--- src/rtl/sequencer_pkg.sv ---
// Shared types for the program sequencer: controller states and the
// strobe-priority encoding used to pick one PC action per enabled cycle.
package sequencer_pkg;

  typedef enum logic [1:0] {
    ST_RUN    = 2'd0,
    ST_HALTED = 2'd1,
    ST_FAULT  = 2'd2
  } seq_state_t;

  typedef enum logic [2:0] {
    ACT_NONE = 3'd0,
    ACT_INC  = 3'd1,
    ACT_JUMP = 3'd2,
    ACT_CALL = 3'd3,
    ACT_RET  = 3'd4,
    ACT_HALT = 3'd5
  } pc_action_t;

  // Highest-priority strobe wins; jump masks a simultaneous increment.
  function automatic pc_action_t decode_action(
    input logic halt,
    input logic ret,
    input logic call,
    input logic jump,
    input logic inc
  );
    if (halt)      return ACT_HALT;
    else if (ret)  return ACT_RET;
    else if (call) return ACT_CALL;
    else if (jump) return ACT_JUMP;
    else if (inc)  return ACT_INC;
    else           return ACT_NONE;
  endfunction

endpackage

--- src/rtl/program_sequencer_call_stack.sv ---
// LIFO holding return addresses; entries are unreset and only become visible
// on top once pushed, the occupancy count is the only reset state.
module call_stack #(
  parameter int WIDTH       = 4,
  parameter int DEPTH       = 4,
  parameter int DEPTH_WIDTH = $clog2(DEPTH + 1)
) (
  input  logic                   clk,
  input  logic                   rst,
  input  logic                   push,
  input  logic                   pop,
  input  logic [WIDTH-1:0]       push_data,
  output logic [WIDTH-1:0]       top,
  output logic [DEPTH_WIDTH-1:0] depth,
  output logic                   full,
  output logic                   empty
);

  localparam int ADDR_W = (DEPTH > 1) ? $clog2(DEPTH) : 1;

  logic [WIDTH-1:0]       mem [DEPTH];
  logic [DEPTH_WIDTH-1:0] count;
  logic [DEPTH_WIDTH-1:0] top_idx;

  assign top_idx = count - 1'b1;
  assign full    = (count == DEPTH_WIDTH'(DEPTH));
  assign empty   = (count == '0);
  assign depth   = count;
  assign top     = empty ? '0 : mem[top_idx[ADDR_W-1:0]];

  always_ff @(posedge clk) begin
    if (push && !full)
      mem[count[ADDR_W-1:0]] <= push_data;
  end

  always_ff @(posedge clk or posedge rst) begin
    if (rst)
      count <= '0;
    else if (push && !full)
      count <= count + 1'b1;
    else if (pop && !empty)
      count <= count - 1'b1;
  end

endmodule

--- src/rtl/program_sequencer.sv ---
// Program counter, micro-step counter and call/return controller; halt and
// fault are absorbing states that freeze everything until reset.
module program_sequencer
  import sequencer_pkg::*;
#(
  parameter int PC_WIDTH          = 4,
  parameter int INSTRUCTION_STEPS = 8,
  parameter int STACK_DEPTH       = 4,
  parameter int STEP_WIDTH        = $clog2(INSTRUCTION_STEPS),
  parameter int DEPTH_WIDTH       = $clog2(STACK_DEPTH + 1)
) (
  input  logic                   clk,
  input  logic                   rst,
  input  logic                   clk_en,
  input  logic                   i_counter_enable,
  input  logic                   i_jump,
  input  logic                   i_call,
  input  logic                   i_ret,
  input  logic                   i_halt,
  input  logic                   i_adv,
  input  logic [PC_WIDTH-1:0]    i_load_data,
  output logic [PC_WIDTH-1:0]    o_program_counter,
  output logic [STEP_WIDTH-1:0]  o_step,
  output logic [DEPTH_WIDTH-1:0] o_stack_depth,
  output logic                   o_halted,
  output logic                   o_fault
);

  localparam logic [STEP_WIDTH-1:0] STEP_LAST = STEP_WIDTH'(INSTRUCTION_STEPS - 1);

  seq_state_t            state;
  pc_action_t            action;
  logic [PC_WIDTH-1:0]   pc;
  logic [PC_WIDTH-1:0]   stack_top;
  logic [STEP_WIDTH-1:0] step;
  logic                  run_en;
  logic                  push;
  logic                  pop;
  logic                  stack_full;
  logic                  stack_empty;

  assign run_en = clk_en && (state == ST_RUN);
  assign action = decode_action(i_halt, i_ret, i_call, i_jump, i_counter_enable);
  assign push   = run_en && (action == ACT_CALL) && !stack_full;
  assign pop    = run_en && (action == ACT_RET) && !stack_empty;

  call_stack #(
    .WIDTH       (PC_WIDTH),
    .DEPTH       (STACK_DEPTH),
    .DEPTH_WIDTH (DEPTH_WIDTH)
  ) u_call_stack (
    .clk       (clk),
    .rst       (rst),
    .push      (push),
    .pop       (pop),
    .push_data (pc),
    .top       (stack_top),
    .depth     (o_stack_depth),
    .full      (stack_full),
    .empty     (stack_empty)
  );

  always_ff @(posedge clk or posedge rst) begin
    if (rst) begin
      state    <= ST_RUN;
      pc       <= '0;
      step     <= '0;
      o_halted <= 1'b0;
      o_fault  <= 1'b0;
    end else if (run_en) begin
      // The step counter keeps running on fault cycles; only halt freezes it.
      if (action != ACT_HALT)
        step <= (i_adv || step == STEP_LAST) ? '0 : step + 1'b1;
      case (action)
        ACT_HALT: begin
          state    <= ST_HALTED;
          o_halted <= 1'b1;
        end
        ACT_RET: begin
          if (stack_empty) begin
            state   <= ST_FAULT;
            o_fault <= 1'b1;
          end else begin
            pc <= stack_top;
          end
        end
        ACT_CALL: begin
          if (stack_full) begin
            state   <= ST_FAULT;
            o_fault <= 1'b1;
          end else begin
            pc <= i_load_data;
          end
        end
        ACT_JUMP: pc <= i_load_data;
        ACT_INC:  pc <= pc + 1'b1;
        default:  ;
      endcase
    end
  end

  assign o_program_counter = pc;
  assign o_step            = step;

endmodule

--- config.mk ---
export PLATFORM = sky130hd
export DESIGN_NAME = program_sequencer
export DESIGN_NICKNAME = d
export VERILOG_FILES = /design/src/rtl/sequencer_pkg.sv /design/src/rtl/program_sequencer_call_stack.sv /design/src/rtl/program_sequencer.sv
export SDC_FILE = /design/constraint.sdc
export NUM_CORES = 1
export LEC_CHECK = 0
export CAP_MARGIN = 20
export CORE_MARGIN = 8
export CORE_UTILIZATION = 52
export CTS_CLUSTER_DIAMETER = 120
export DETAILED_ROUTE_END_ITERATION = 12
export GPL_TIMING_DRIVEN = 0
export HOLD_SLACK_MARGIN = 0.08
export MAX_ROUTING_LAYER = met4
export PLACE_DENSITY_LB_ADDON = 0.15
export RECOVER_POWER = 50
export SYNTH_ARGS = -nofsm -noshare
export SYNTH_HDL_FRONTEND = slang
export SYNTH_SLANG_ARGS = --single-unit
--- constraint.sdc ---
create_clock -name clk -period 2.22 [get_ports clk]
set_input_delay 0.222 -clock clk [delete_from_list [all_inputs] [get_ports clk]]
set_output_delay 0.222 -clock clk [all_outputs]
set_load 0.02 [all_outputs]
==> Word level (Yosys, flattened, before mapping) <==
Memory sizes are Yosys's and may differ from the RTL's.
Cells that the tools add are included.
{ "classes": {"n_mux": 19, "addsub": 4, "n_div": 0, "n_eq_ne": 12, "reduce_logical": 21, "n_lt_le_gt_ge": 0, "multipliers": 0, "bitwise_logic": 0, "shifts": 0} }
{ "op_table": {"columns": ["operator", "n"], "rows": [
  ["$pmux 4 s4", 1],
  ["$mux 3", 5],
  ["$eq 3x3->1 const B", 4],
  ["$reduce_and 4->1", 3],
  ["$mux 2", 4],
  ["$mux 4", 2],
  ["$logic_and 1x1->1", 7],
  ["$add 3x1->3 const B", 2],
  ["$eq 3x2->1 const B", 2],
  ["$pmux 2 s3", 1],
  ["$mux 1", 5],
  ["$add 4x1->4 const B", 1],
  ["$ne 2x1->1 const B", 2],
  ["$ne 2x2->1 const B", 2],
  ["$reduce_and 2->1", 2],
  ["$reduce_bool 2->1", 2],
  ["$reduce_bool 4->1", 1],
  ["$eq 3x1->1 const B", 1],
  ["$logic_not 3->1", 1],
  ["$ne 3x3->1 const B", 1],
  ["$reduce_bool 3->1", 1],
  ["$sub 3x1->3 const B", 1],
  ["$logic_not 1->1", 2],
  ["$logic_not 2->1", 1],
  ["other kinds (2)", 2]
]} }
{ "word_totals": {"input_bits": 13, "mem_count": 1, "romBits": 0, "ramBits": 16, "word_cells": 63, "regBits": 14, "output_inout_bits": 12, "latchBits": 0} }
{ "memory_table": {"columns": ["memory", "depth", "word_bits", "rd", "rd_ports_with_merged_regs", "wr", "line", "source"], "rows": [
  ["u_call_stack.mem", 4, 4, 1, 0, 1, "program_sequencer_call_stack.sv:21", "logic [WIDTH-1:0] mem [DEPTH];"]
]} }

==> Longest topological paths before layout <==
Gate-level depths: netlist of run 1.
{ "logic_depth": {"depth_word": 11, "depth_mapped": 7, "mapped_depth_nobuf": 6} }

==> Cells and area by module <==
From an unflattened synthesis of run 1, not the netlist that was laid out.
{ "unflattened": {"cells_unflattened": 127, "area_unflattened_um2": 1552.7} }
{ "modules_own_cells": {"columns": ["module", "seq_area_each_um2", "cells_each", "area_per_inst_um2", "n_inst"], "rows": [
  ["call_stack", 555.5, 57, 890.9, 1],
  ["program_sequencer", 275.3, 70, 661.9, 1]
]} }

==> Worst setup path before layout of run 1 <==
No wires, ideal clock.
{ "synth_timing": {"kind": "reg-to-reg", "start": "register u_call_stack.count[0] (netlist: u_call_stack.depth[0])", "end": "memory u_call_stack.mem[0][0], enable pin", "required_time_ps": 1911, "arrival_time_ps": 1652, "synth_period_minus_slack_ps": 1960, "n_path_buf": 1, "stages_incl_launch_ff": 7, "setup_slack_ps": 260, "setup_time_ps": 309, "path_cell_list": "dfrtp_1 > buf_6 > inv_1 > ha_1 > a21boi_1 > and3_1 > and2_1"} }
{ "synth_between": {"elab_chain_cells": 6} }
{ "synth_lines": {"columns": ["item", "line", "source"], "rows": [
  ["from (decl)", "program_sequencer_call_stack.sv:22", "logic [DEPTH_WIDTH-1:0] count;"],
  ["from (signal assigned)", "program_sequencer_call_stack.sv:40", "count <= count + 1'b1;"],
  ["from (signal assigned)", "program_sequencer_call_stack.sv:42", "count <= count - 1'b1;"],
  ["$eq 3x3->1", "program_sequencer_call_stack.sv:26", "assign full = (count == DEPTH_WIDTH'(DEPTH));"],
  ["$logic_not 1->1", "program_sequencer_call_stack.sv:32, program_sequencer.sv:44", null],
  ["$logic_and 1x1->1", "program_sequencer.sv:44", "assign push = run_en && (action == ACT_CALL) && !stack_full;"],
  ["$logic_and 1x1->1", "program_sequencer_call_stack.sv:32", "if (push && !full)"],
  ["$mux 1", "program_sequencer_call_stack.sv:32", null],
  ["$mux 1 (not written as such)", "program_sequencer_call_stack.sv:33", "mem[count[ADDR_W-1:0]] <= push_data;"],
  ["to (decl)", "program_sequencer_call_stack.sv:21", null]
]} }
Parallel ways exist; a longest one is shown, timed or not.

==> Worst setup path in the final report of run 1 <==
{ "layout_timing": {"start": "register u_call_stack.count[0] (netlist: u_call_stack.depth[0])", "end": "register pc[0] (netlist: o_program_counter[0])"} }
{ "layout_between": {"elab_chain_cells": 4, "elab_cells_between_ends": 9, "cone_classes": "add/sub: 1; eq/ne: 3; mux: 2; reduce/logical: 2; memory: 1"} }
{ "layout_lines": {"columns": ["item", "line", "source"], "rows": [
  ["$sub 3x1->3", null, null],
  ["$mem_v2 4x4", null, null],
  ["$mux 4", "program_sequencer.sv:80", "if (stack_empty) begin"],
  ["$pmux 4 s4", "program_sequencer.sv:74", "case (action)"],
  ["to (signal assigned)", "program_sequencer.sv:84", "pc <= stack_top;"],
  ["to (signal assigned)", "program_sequencer.sv:92", "pc <= i_load_data;"],
  ["to (signal assigned)", "program_sequencer.sv:95", "ACT_JUMP: pc <= i_load_data;"],
  ["to (decl)", "program_sequencer.sv:33", "logic [PC_WIDTH-1:0] pc;"]
]} }
Parallel ways exist; a longest one is shown, timed or not. The select of a mux whose other input is x is not followed.
A chain may end at the register's enable or synchronous reset.

==> summary.txt, run 1 <==
Timing
  – Final Skew: 0.007225 ns
  – Max Clk Rate: 488.0 MHz
  – Final WS setup: 0.1710 ns
  – Worst slew pin tran: 0.5286 ns
  – Setup_tns: 0 ns
  – Relative slew slack: 64.68%
  – Final Hold Viols: 0
  – Final period util: 92.30%
  – RSZ-0062 raised after global routing: no
  – Final setup viols: 0
  – Min Clock Period, post-route: 2.049 ns
  – Fin. max-slew vios: 0

Power
  – Gate power share: 42.4%
  – Sw power: 702.4 uW
  – Peak supply drop: 0.8002 mV
  – Leakage power: 0.0007520 uW
  – Switch share: 36.42%
  – Clock share of power: 15.7%
  – Total Power: 1929 uW
  – Sequential power share: 41.9%
  – Pwr/cell area: 1036 mW/mm^2
  – Internal power: 1226 uW

Layout
  – Fill count: 194
  – FF/Latch Area: 830.8 um^2
  – Ratio of cells with drive above 1 in the final layout: 16.00%
  – Area delta synth->final: 21.47%
  – Diodes inserted: 0
  – Commonest non-fill, non-tap cell in the layout: clkdlybuf4s50_1
  – Final core utilization: 66.94%
  – NumNets Final: 170
  – Area of the multi-input gates: 655.6 um^2
  – Cell area after layout: 0.001862 mm^2
  – Commonest cells after routing, fill and taps aside: 22 x clkdlybuf4s50_1, 16 x edfxtp_1, 14 x dfrtp_1

Synthesis
  – Syn Nets: 139
  – Ys Warns: 0
  – Syn avg cell area: 12.99 um^2
  – Register area share after synthesis: 54.20%
  – FF+latch count, synth: 30
  – Synthesized area: 0.001533 mm^2
  – Distinct cells, synth: 40
  – Syn Inst Count: 118

Critical path
  – CP arrival: 2.26 ns
  – Worst R2R Setup Slack: 0.17 ns
  – Crit path depth: 7
  – Crit path max-delay cell type: ha_1
  – Reg2reg path depth: 7
  – CP cell instances: buf_6, inv_1, ha_1, mux4_2, o211a_1, a221oi_1, o2bb2ai_1
  – Nature of the critical path endpoint: register
  – Req. time, crit path: 2.43 ns
  – Reg2Reg Launch Point: u_call_stack.depth[0]
  – Crit path max fanout: 6
  – CP startpoint kind: register
  – Buffers & Inverters on Critical Path: 2
  – Worst setup path class: reg -> reg
  – Launch point of the critical path: u_call_stack.depth[0]
  – Delay-heaviest family, CP: compound AO/OA/AOI/OAI gates
  – Largest stage delay, worst path: 0.44 ns

Global route
  – Initial antenna violation count: 0
  – Met3 usage: 5.226%
  – First-pass GRT wire length: 5457 um
  – Vias in the first global route: 1176
  – Gr usage total: 14.15%
  – Largest net degree at the start of global routing: 15
  – Met2 Use GR: 20.72%
  – Met1 Use GR: 17.53%
  – Total grt overflow: 0
  – Most used routing layer: met2

Clocking
  – Reg clk slew, reported paths: 0.10 ns
  – CTS Sinks: 30
  – CTS Hold Bufs: 0
  – Clock buffer count from CTS: 5
  – Clock Path Buffers: 2
  – H-tree Lvls: 2
  – Root buf cell: clkbuf_4
  – CTS tree: done
  – Clock Latency Late Sink: 0.33 ns

Floorplan
  – Die height: 70.29 um
  – # IOs: 25
  – Core ar.: 0.002781 mm^2
  – Std-Cell Rows: 19
  – Die X: 70.29 um
  – Initial Util: 55.11%
  – Die area: 0.004941 mm^2

Routing
  – First DRT Iteration DRCs: 73
  – Vias: 1066
  – Antenna-violating nets left: 0
  – DR WL/cell: 16.90 um
  – Pre-antenna DRT Iters: 5
  – DRC: 0
  – Final wirelength: 3059 um
  – Via density: 5.890

Placed design
  – Post-DP Area: 0.001812 mm^2
  – Pre-CTS setup slack: 0.1214 ns
  – Post-DP HPWL: 2284 um
  – Port Buffers: 24
  – Gpl congestion: 0.9097

Hold path
  – Hold WC Path Type: in -> async

Outcome
  – Status: finished, final reports clean

Run
  – Number of max-cap violations: 0
-- worst reg2reg max path, cell delays in order, from the launching register on --
cell and delay (ns):
dfrtp_1 0.42, buf_6 0.17, inv_1 0.08, ha_1 0.44, mux4_2 0.38, o211a_1 0.14
a221oi_1 0.22, o2bb2ai_1 0.09
-- per-layer routing --
| layer | up-vias | share of wire (%) |
|---|---|---|
| li1 | 515 | - |
| met1 | 505 | 46 |
| met2 | 44 | 47 |
| met3 | 2 | 6.2 |
| met4 | 0 | 0.46 |
| met5 | - | 0 |
-- what timing repair did --
item,CTS,global route
buffers inserted,0,0
endpoints found under the setup margin,0,13
gates resized for setup,0,1
-- Yosys cell counts --
cell type,number,area share (%)
a31o_2,2,1.1
o21ba_2,1,0.65
nor2_1,5,1.2
nor4_1,2,0.82
a21o_2,1,0.57
o211a_1,1,0.65
a222oi_1,3,2.0
o21ai_0,3,0.98
a21o_1,1,0.49
o2bb2ai_1,2,1.1
and3_1,3,1.2
nand3b_1,1,0.49
a21oi_1,2,0.65
nand3_1,5,1.6
nor3_1,1,0.33
nand4_1,2,0.82
inv_1,8,2.0
buf_6,1,0.73
nor4b_2,1,0.98
nand2b_1,1,0.41
a21oi_2,1,0.57
and2_1,3,1.2
or4b_4,1,0.90
nand2_1,8,2.0
clkbuf_2,1,0.33
nor3b_1,1,0.49
edfxtp_1,16,31
o31ai_4,1,1.4
o221ai_1,1,0.57
a221oi_1,1,0.57
a21oi_4,1,1.1
xnor2_1,2,1.1
a21boi_1,1,0.49
or2_2,3,1.2
nor4bb_1,1,0.65
xor2_1,2,1.1
dfrtp_1,14,23
a31oi_1,2,0.82
ha_1,8,6.5
mux4_2,4,5.9
-- sequential cells by signal, summed over array words and instances (netlist names) --
register            count
o_halted                1
state                   2
u_call_stack.mem       16
o_program_counter       4
u_call_stack.depth      3
o_fault                 1
o_step                  3
-- worst paths after layout --
kind / end
worst max-delay path: o_program_counter[0]
worst min-delay path: o_halted
worst max register to register: o_program_counter[0]
worst min register to register: o_halted
max in group asynchronous: o_step[0]
min in group clk: o_halted
-- kinds of logic after synthesis --
| kind of cell | after synthesis | share of synthesized area (%) |
|---|---|---|
| and+or+nand+nor | 38 | 14.37 |
| DFF | 30 | 54.20 |
| AOI/OAI and AO/OA | 24 | 13.72 |
| buffers and inverters | 10 | 3.020 |
| adders and majority gates | 8 | 6.531 |
| xor gates and xnor gates | 4 | 2.286 |
| muxes | 4 | 5.878 |
-- metrics by stage --
step / hold slack (ns) / cells
2_1_floorplan: 0.1112 / 118
3_3_place_gp: 0.4390 / 173
3_5_place_dp: 0.4433 / 173
4_1_cts: 0.2285 / 181
5_1_grt: 0.4447 / 181
6_report: 0.3521 / 181
-- final cells by class --
cell class / count / share of cell area (%)
Buffer: 2 / 0.8737
Clock inverter: 2 / 0.4704
Inverter: 8 / 1.613
Clock buffer: 6 / 2.218
Multi-Input combinational cell: 78 / 35.21
Tap cell: 31 / 2.083
Timing Repair Buffer: 24 / 12.90
Sequential cell: 30 / 44.62
-- power by group through the flow --
stage | clock network (uW) | logic (uW) | registers, uW
final | 303 | 818 | 808
after global routing | 334 | 898 | 827
after CTS | 309 | 823 | 812
after detailed placement | 0 | 813 | 824
after global placement | 0 | 796 | 814
after floorplan | 0 | 458 | 880
No activity file was read; power rests on OpenSTA's default activity.
==> run 2, diff against run 1 <==
==> constraint.sdc (replaced) <==
create_clock -name clk -period 2.22 [get_ports clk]
set_input_delay 0.333 -clock clk [delete_from_list [all_inputs] [get_ports clk]]
set_output_delay 0.333 -clock clk [all_outputs]
set_load 0.02 [all_outputs]
==> summary.txt, run 2 (synthesized netlist as in run 1, its figures left out) <==
Power
  – Total Power: 1929 uW (about the same)
  – Leakage power: 0.0007522 uW (about the same)
  – Peak supply drop: 0.8003 mV (about the same)
  – Pwr/cell area: 1036 mW/mm^2 (about the same)

Layout
  – Final cell count without fillers: 181 (unchanged)
  – Diodes inserted: 0 (unchanged)
  – Area of the multi-input gates: 655.6 um^2 (unchanged)
  – Ratio of cells with drive above 1 in the final layout: 16.00% (unchanged)
  – Cell area after layout: 0.001862 mm^2 (unchanged)
  – NumNets Final: 170 (unchanged)
  – Area delta synth->final: 21.47% (unchanged)
  – Fill count: 194 (unchanged)
  – FF/Latch Area: 830.8 um^2 (unchanged)
  – Max reg flops: 16 (unchanged)
  – Commonest cells after routing, fill and taps aside: 21 x clkdlybuf4s50_1, 16 x edfxtp_1, 14 x dfrtp_1
  – Commonest non-fill, non-tap cell in the layout: clkdlybuf4s50_1

Critical path
  – Crit path to: o_program_counter[0]
  – Crit path max-delay cell type: ha_1
  – Reg2reg path depth: 7 (unchanged)
  – Largest stage delay, worst path: 0.44 ns (about the same)
  – CP cell instances: buf_6, inv_1, ha_1, mux4_2, o211a_1, a221oi_1, o2bb2ai_1
  – Crit path max fanout: 6 (unchanged)
  – Req. time, crit path: 2.43 ns (about the same)
  – CP startpoint kind: register
  – Worst R2R End: o_program_counter[0]
  – Worst setup path class: reg -> reg
  – Launch point of the critical path: u_call_stack.depth[0]
  – CP arrival: 2.27 ns (about the same)
  – Worst R2R Setup Slack: 0.16 ns (about the same)
  – Nature of the critical path endpoint: register
  – Reg2Reg Launch Point: u_call_stack.depth[0]

Floorplan
  – Die height: 70.29 um (unchanged)
  – Die X: 70.29 um (unchanged)
  – Std-Cell Rows: 19 (unchanged)
  – Die area: 0.004941 mm^2 (unchanged)
  – # IOs: 25 (unchanged)
  – Initial Util: 55.11% (unchanged)
  – Core ar.: 0.002781 mm^2 (unchanged)

Clocking
  – Clock Latency Late Sink: 0.33 ns (about the same)
  – CTS tree: done
  – Root buf cell: clkbuf_4
  – Clock Path Buffers: 2 (unchanged)
  – Setup bufs post-CTS: 0 (unchanged)
  – Resized cells post-CTS: 0 (unchanged)
  – Clock buffer count from CTS: 5 (unchanged)
  – CTS Sinks: 30 (unchanged)
  – CTS Hold Bufs: 0 (unchanged)
  – Reg clk slew, reported paths: 0.10 ns (about the same)
  – H-tree Lvls: 2 (unchanged)

Timing
  – Final WS setup: 0.1591 ns (-0.01185 ns)
  – Final setup viols: 0 (unchanged)
  – RSZ-0062 raised after global routing: no
  – Worst slew pin tran: 0.5211 ns (-0.007475 ns)
  – Max Clk Rate: 485.2 MHz (-0.58%)
  – Final Skew: 0.006497 ns (-0.0007282 ns)
  – Fin. max-slew vios: 0 (unchanged)
  – Min Clock Period, post-route: 2.061 ns (+0.01185 ns)
  – Final Hold Viols: 0 (unchanged)
  – Final period util: 92.83% (+0.53 points)
  – Relative slew slack: 65.18% (+0.50 points)
  – Setup_tns: 0 ns (unchanged)

Routing
  – Vias: 1061 (-0.47%)
  – First DRT Iteration DRCs: 73 (unchanged)
  – DRC: 0 (unchanged)
  – Pre-antenna DRT Iters: 4 (-1)
  – Final wirelength: 3069 um (+0.33%)
  – DR WL/cell: 16.96 um (+0.33%)
  – Via density: 5.862 (-0.47%)
  – Antenna-violating nets left: 0 (unchanged)

Global route
  – Gr usage total: 14.15% (unchanged)
  – Initial antenna violation count: 0 (unchanged)
  – Total grt overflow: 0 (unchanged)
  – First-pass GRT wire length: 5457 um (unchanged)
  – Vias in the first global route: 1176 (unchanged)
  – Largest net degree at the start of global routing: 15 (unchanged)

Run
  – Number of max-cap violations: 0 (unchanged)

Outcome
  – Status: finished, final reports clean

Placed design
  – Dpl cells: 173 (unchanged)
  – Post-DP Area: 0.001812 mm^2 (unchanged)
  – Gpl congestion: 0.9097 (unchanged)
  – Pre-CTS setup slack: 0.05388 ns (-0.06753 ns)
  – Port Buffers: 24 (unchanged)
  – Post-DP HPWL: 2284 um (unchanged)

Hold path
  – Hold WC Path Type: in -> async
-- run 2: cell types whose count changed in the layout (fill, tap and decap cells not counted) --
cell / delta
clkdlybuf4s50_1: -1
dlygate4sd3_1: +1
-- run 2: cell type report --
cell class	count	share of cell area (%)
Clock buffer	6	2.218
Clock inverter	2	0.4704
Multi-Input combinational cell	78	35.21
Inverter	8	1.613
Tap cell	31	2.083
Timing Repair Buffer	24	12.90
Buffer	2	0.8737
Sequential cell	30	44.62
-- run 2: per-stage QoR --
stage | utilization, % | hold slack (ns)
after floorplan | - | 0.2222
after global placement | 65.14 | 0.4390
after detailed placement | 65.14 | 0.4433
after CTS | 66.94 | 0.3395
after global routing | 66.94 | 0.4883
final | 66.94 | 0.4599
-- run 2: how the worst min path moves through the flow --
stage,endpoint,start,slack (ns),cells after the start
2_1_floorplan,o_fault,rst,0.22,1
3_3_place_gp,o_halted,o_halted,0.44,1
3_5_place_dp,o_halted,o_halted,0.44,1
4_1_cts,state[1],rst,0.34,2
5_1_grt,o_halted,o_halted,0.49,1
6_report,o_halted,rst,0.46,2
-- run 2: worst max-delay path, delay by kind of cell (launching register included) --
kind	cells	cell delay, ns
mux	1	0.37
flops	1	0.42
fa+ha+maj	1	0.44
compound gates	3	0.46
buf+inv	2	0.25
-- run 2: power by group --
group,switching (uW),internal (uW)
sequential,114,695
clock,184,119
combinational,405,412
total,704,1230
-- run 2: metal layers --
| metal | routed length, um | GRT usage [%] | vias up |
|---|---|---|---|
| met5 | 0 | - | - |
| met4 | 14 | 4.911 | 0 |
| met3 | 152 | 5.226 | 2 |
| met2 | 1442 | 20.72 | 29 |
| met1 | 1459 | 17.53 | 516 |
| li1 | - | - | 514 |
==> run 3, diff against run 2 <==
--- a/config.mk
+++ b/config.mk
@@ -14,7 +14,6 @@
 export HOLD_SLACK_MARGIN = 0.08
 export MAX_ROUTING_LAYER = met4
 export PLACE_DENSITY_LB_ADDON = 0.15
-export RECOVER_POWER = 50
 export SYNTH_ARGS = -nofsm -noshare
 export SYNTH_HDL_FRONTEND = slang
 export SYNTH_SLANG_ARGS = --single-unit
==> summary.txt, run 3 (synthesized netlist as in run 1, its figures left out) <==
Timing
  – RSZ-0062 raised after global routing: no
  – Max Clk Rate: 484.5 MHz (-0.16%)
  – Setup_tns: 0 ns (unchanged)
  – Final Skew: 0.007245 ns (+0.0007482 ns)
  – Min Clock Period, post-route: 2.064 ns (+0.003249 ns)
  – Final period util: 92.98% (+0.15 points)
  – Fin. max-slew vios: 0 (unchanged)
  – Final setup viols: 0 (unchanged)
  – Final Hold Viols: 0 (unchanged)
  – Relative slew slack: 65.42% (+0.24 points)
  – Worst slew pin tran: 0.5181 ns (-0.002997 ns)

Layout
  – Cell area after layout: 0.001866 mm^2 (+0.20%)
  – Area of the multi-input gates: 659.4 um^2 (+0.57%)
  – Ratio of cells with drive above 1 in the final layout: 16.67% (+0.67 points)
  – Diodes inserted: 0 (unchanged)
  – Commonest cells after routing, fill and taps aside: 24 x clkdlybuf4s50_1, 16 x edfxtp_1, 14 x dfrtp_1
  – FF/Latch Area: 830.8 um^2 (unchanged)
  – NumNets Final: 170 (unchanged)
  – Commonest non-fill, non-tap cell in the layout: clkdlybuf4s50_1
  – Max reg flops: 16 (unchanged)
  – Fill count: 195 (+0.52%)
  – Area delta synth->final: 21.71%

Placed design
  – Port Buffers: 24 (unchanged)
  – Post-DP Area: 0.001812 mm^2 (unchanged)
  – Post-DP HPWL: 2284 um (unchanged)
  – Gpl congestion: 0.9097 (unchanged)

Global route
  – Met2 Use GR: 20.72% (unchanged)
  – Initial antenna violation count: 0 (unchanged)
  – First-pass GRT wire length: 5457 um (unchanged)
  – Most used routing layer: met2
  – Met1 Use GR: 17.53% (unchanged)
  – Met3 usage: 5.226% (unchanged)
  – Gr usage total: 14.15% (unchanged)
  – Vias in the first global route: 1176 (unchanged)
  – Total grt overflow: 0 (unchanged)
  – Largest net degree at the start of global routing: 15 (unchanged)

Clocking
  – Reg clk slew, reported paths: 0.10 ns (about the same)
  – H-tree Lvls: 2 (unchanged)
  – CTS Sinks: 30 (unchanged)
  – CTS tree: done
  – Clock Latency Late Sink: 0.33 ns (about the same)
  – Clock buffer count from CTS: 5 (unchanged)
  – Clock Path Buffers: 2 (unchanged)
  – CTS Hold Bufs: 0 (unchanged)
  – Root buf cell: clkbuf_4

Critical path
  – Worst R2R Setup Slack: 0.16 ns (about the same)
  – CP cell instances: buf_6, inv_1, ha_1, mux4_2, o211a_1, a221oi_1, o2bb2ai_1
  – Nature of the critical path endpoint: register
  – CP arrival: 2.27 ns (about the same)
  – Largest stage delay, worst path: 0.44 ns (about the same)
  – Crit path max-delay cell type: ha_1
  – Worst setup path class: reg -> reg
  – Buffers & Inverters on Critical Path: 2 (unchanged)
  – Crit path max fanout: 6 (unchanged)
  – Delay-heaviest family, CP: compound AO/OA/AOI/OAI gates
  – Reg2reg path depth: 7 (unchanged)
  – Crit path depth: 7 (unchanged)
  – CP startpoint kind: register
  – Req. time, crit path: 2.43 ns (about the same)

Hold path
  – Hold WC Path Type: in -> async

Routing
  – Pre-antenna DRT Iters: 5 (+1)
  – Vias: 1059 (-0.19%)
  – DRC: 0 (unchanged)
  – First DRT Iteration DRCs: 74 (+1.4%)
  – Via density: 5.851 (-0.19%)
  – DR WL/cell: 16.83 um (-0.75%)
  – Final wirelength: 3046 um (-0.75%)
  – Antenna-violating nets left: 0 (unchanged)

Power
  – Pwr/cell area: 1034 mW/mm^2 (-0.18%)
  – Leakage power: 0.0007531 uW (+0.12%)
  – Peak supply drop: 0.8004 mV (about the same)

Floorplan
  – Die height: 70.29 um (unchanged)
  – Die X: 70.29 um (unchanged)
  – Die area: 0.004941 mm^2 (unchanged)
  – Core ar.: 0.002781 mm^2 (unchanged)
  – # IOs: 25 (unchanged)
  – Initial Util: 55.11% (unchanged)
  – Std-Cell Rows: 19 (unchanged)

Run
  – Number of max-cap violations: 0 (unchanged)

Outcome
  – Status: finished, final reports clean
run 3: metrics by stage:
stage | total power (uW) | hold WS [ns] | setup slack [ns] | utilization, % | std cells
3_5_place_dp | 1637 | 0.4433 | 0.05388 | 65.14 | 173
5_1_grt | 2060 | 0.4245 | 0.002049 | 67.07 | 181
6_report | 1930 | 0.3246 | 0.1559 | 67.07 | 181
2_1_floorplan | 1338 | 0.2222 | 0.2597 | - | 118
4_1_cts | 1944 | 0.3395 | 0.09869 | 66.94 | 181
3_3_place_gp | 1610 | 0.4390 | 0.09843 | 65.14 | 173
run 3: power breakdown:
group          switching, uW  leakage, uW  internal (uW)
clock                    184    0.0000297            119
sequential               114     0.000318            695
combinational            405     0.000405            413
run 3: layer usage:
metal / vias up / part of all wire (%)
li1: 513 / -
met1: 508 / 47
met2: 36 / 47
met3: 2 / 5.4
met4: 0 / 0.46
met5: - / 0
run 3: what timing repair did:
| item | CTS | global route |
|---|---|---|
| resized for setup | 0 | 1 |
| endpoints found under the setup margin | 0 | 13 |
| buffers inserted | 0 | 0 |
run 3: area by class of cell:
cell class              instances  share of cell area, %
clock inverters                 2                 0.4695
well taps                      31                  2.079
plain buffers                   2                 0.8719
inverters                       8                  1.610
repair buffers                 24                  12.88
flip-flops and latches         30                  44.53
clock buffers                   6                  2.213
multi-input cells              78                  35.35
run 3: worst register-to-register path: cells and delay by family, from the launching register on:
kind,cells,cell delay [ns]
multiplexers,1,0.38
AO/OA/AOI/OAI,3,0.46
buffers and inverters,2,0.25
adder cells (fa/ha/maj),1,0.44
flip-flops,1,0.42
run 3: final timing paths:
| kind | end | start |
|---|---|---|
| worst max-delay path | o_program_counter[0] | u_call_stack.depth[0] |
| worst max register to register | o_program_counter[0] | u_call_stack.depth[0] |
| worst min-delay path | o_halted | rst |
| max in group asynchronous | o_step[2] | rst |
| min in group clk | o_halted | o_halted |
| worst min register to register | o_halted | o_halted |
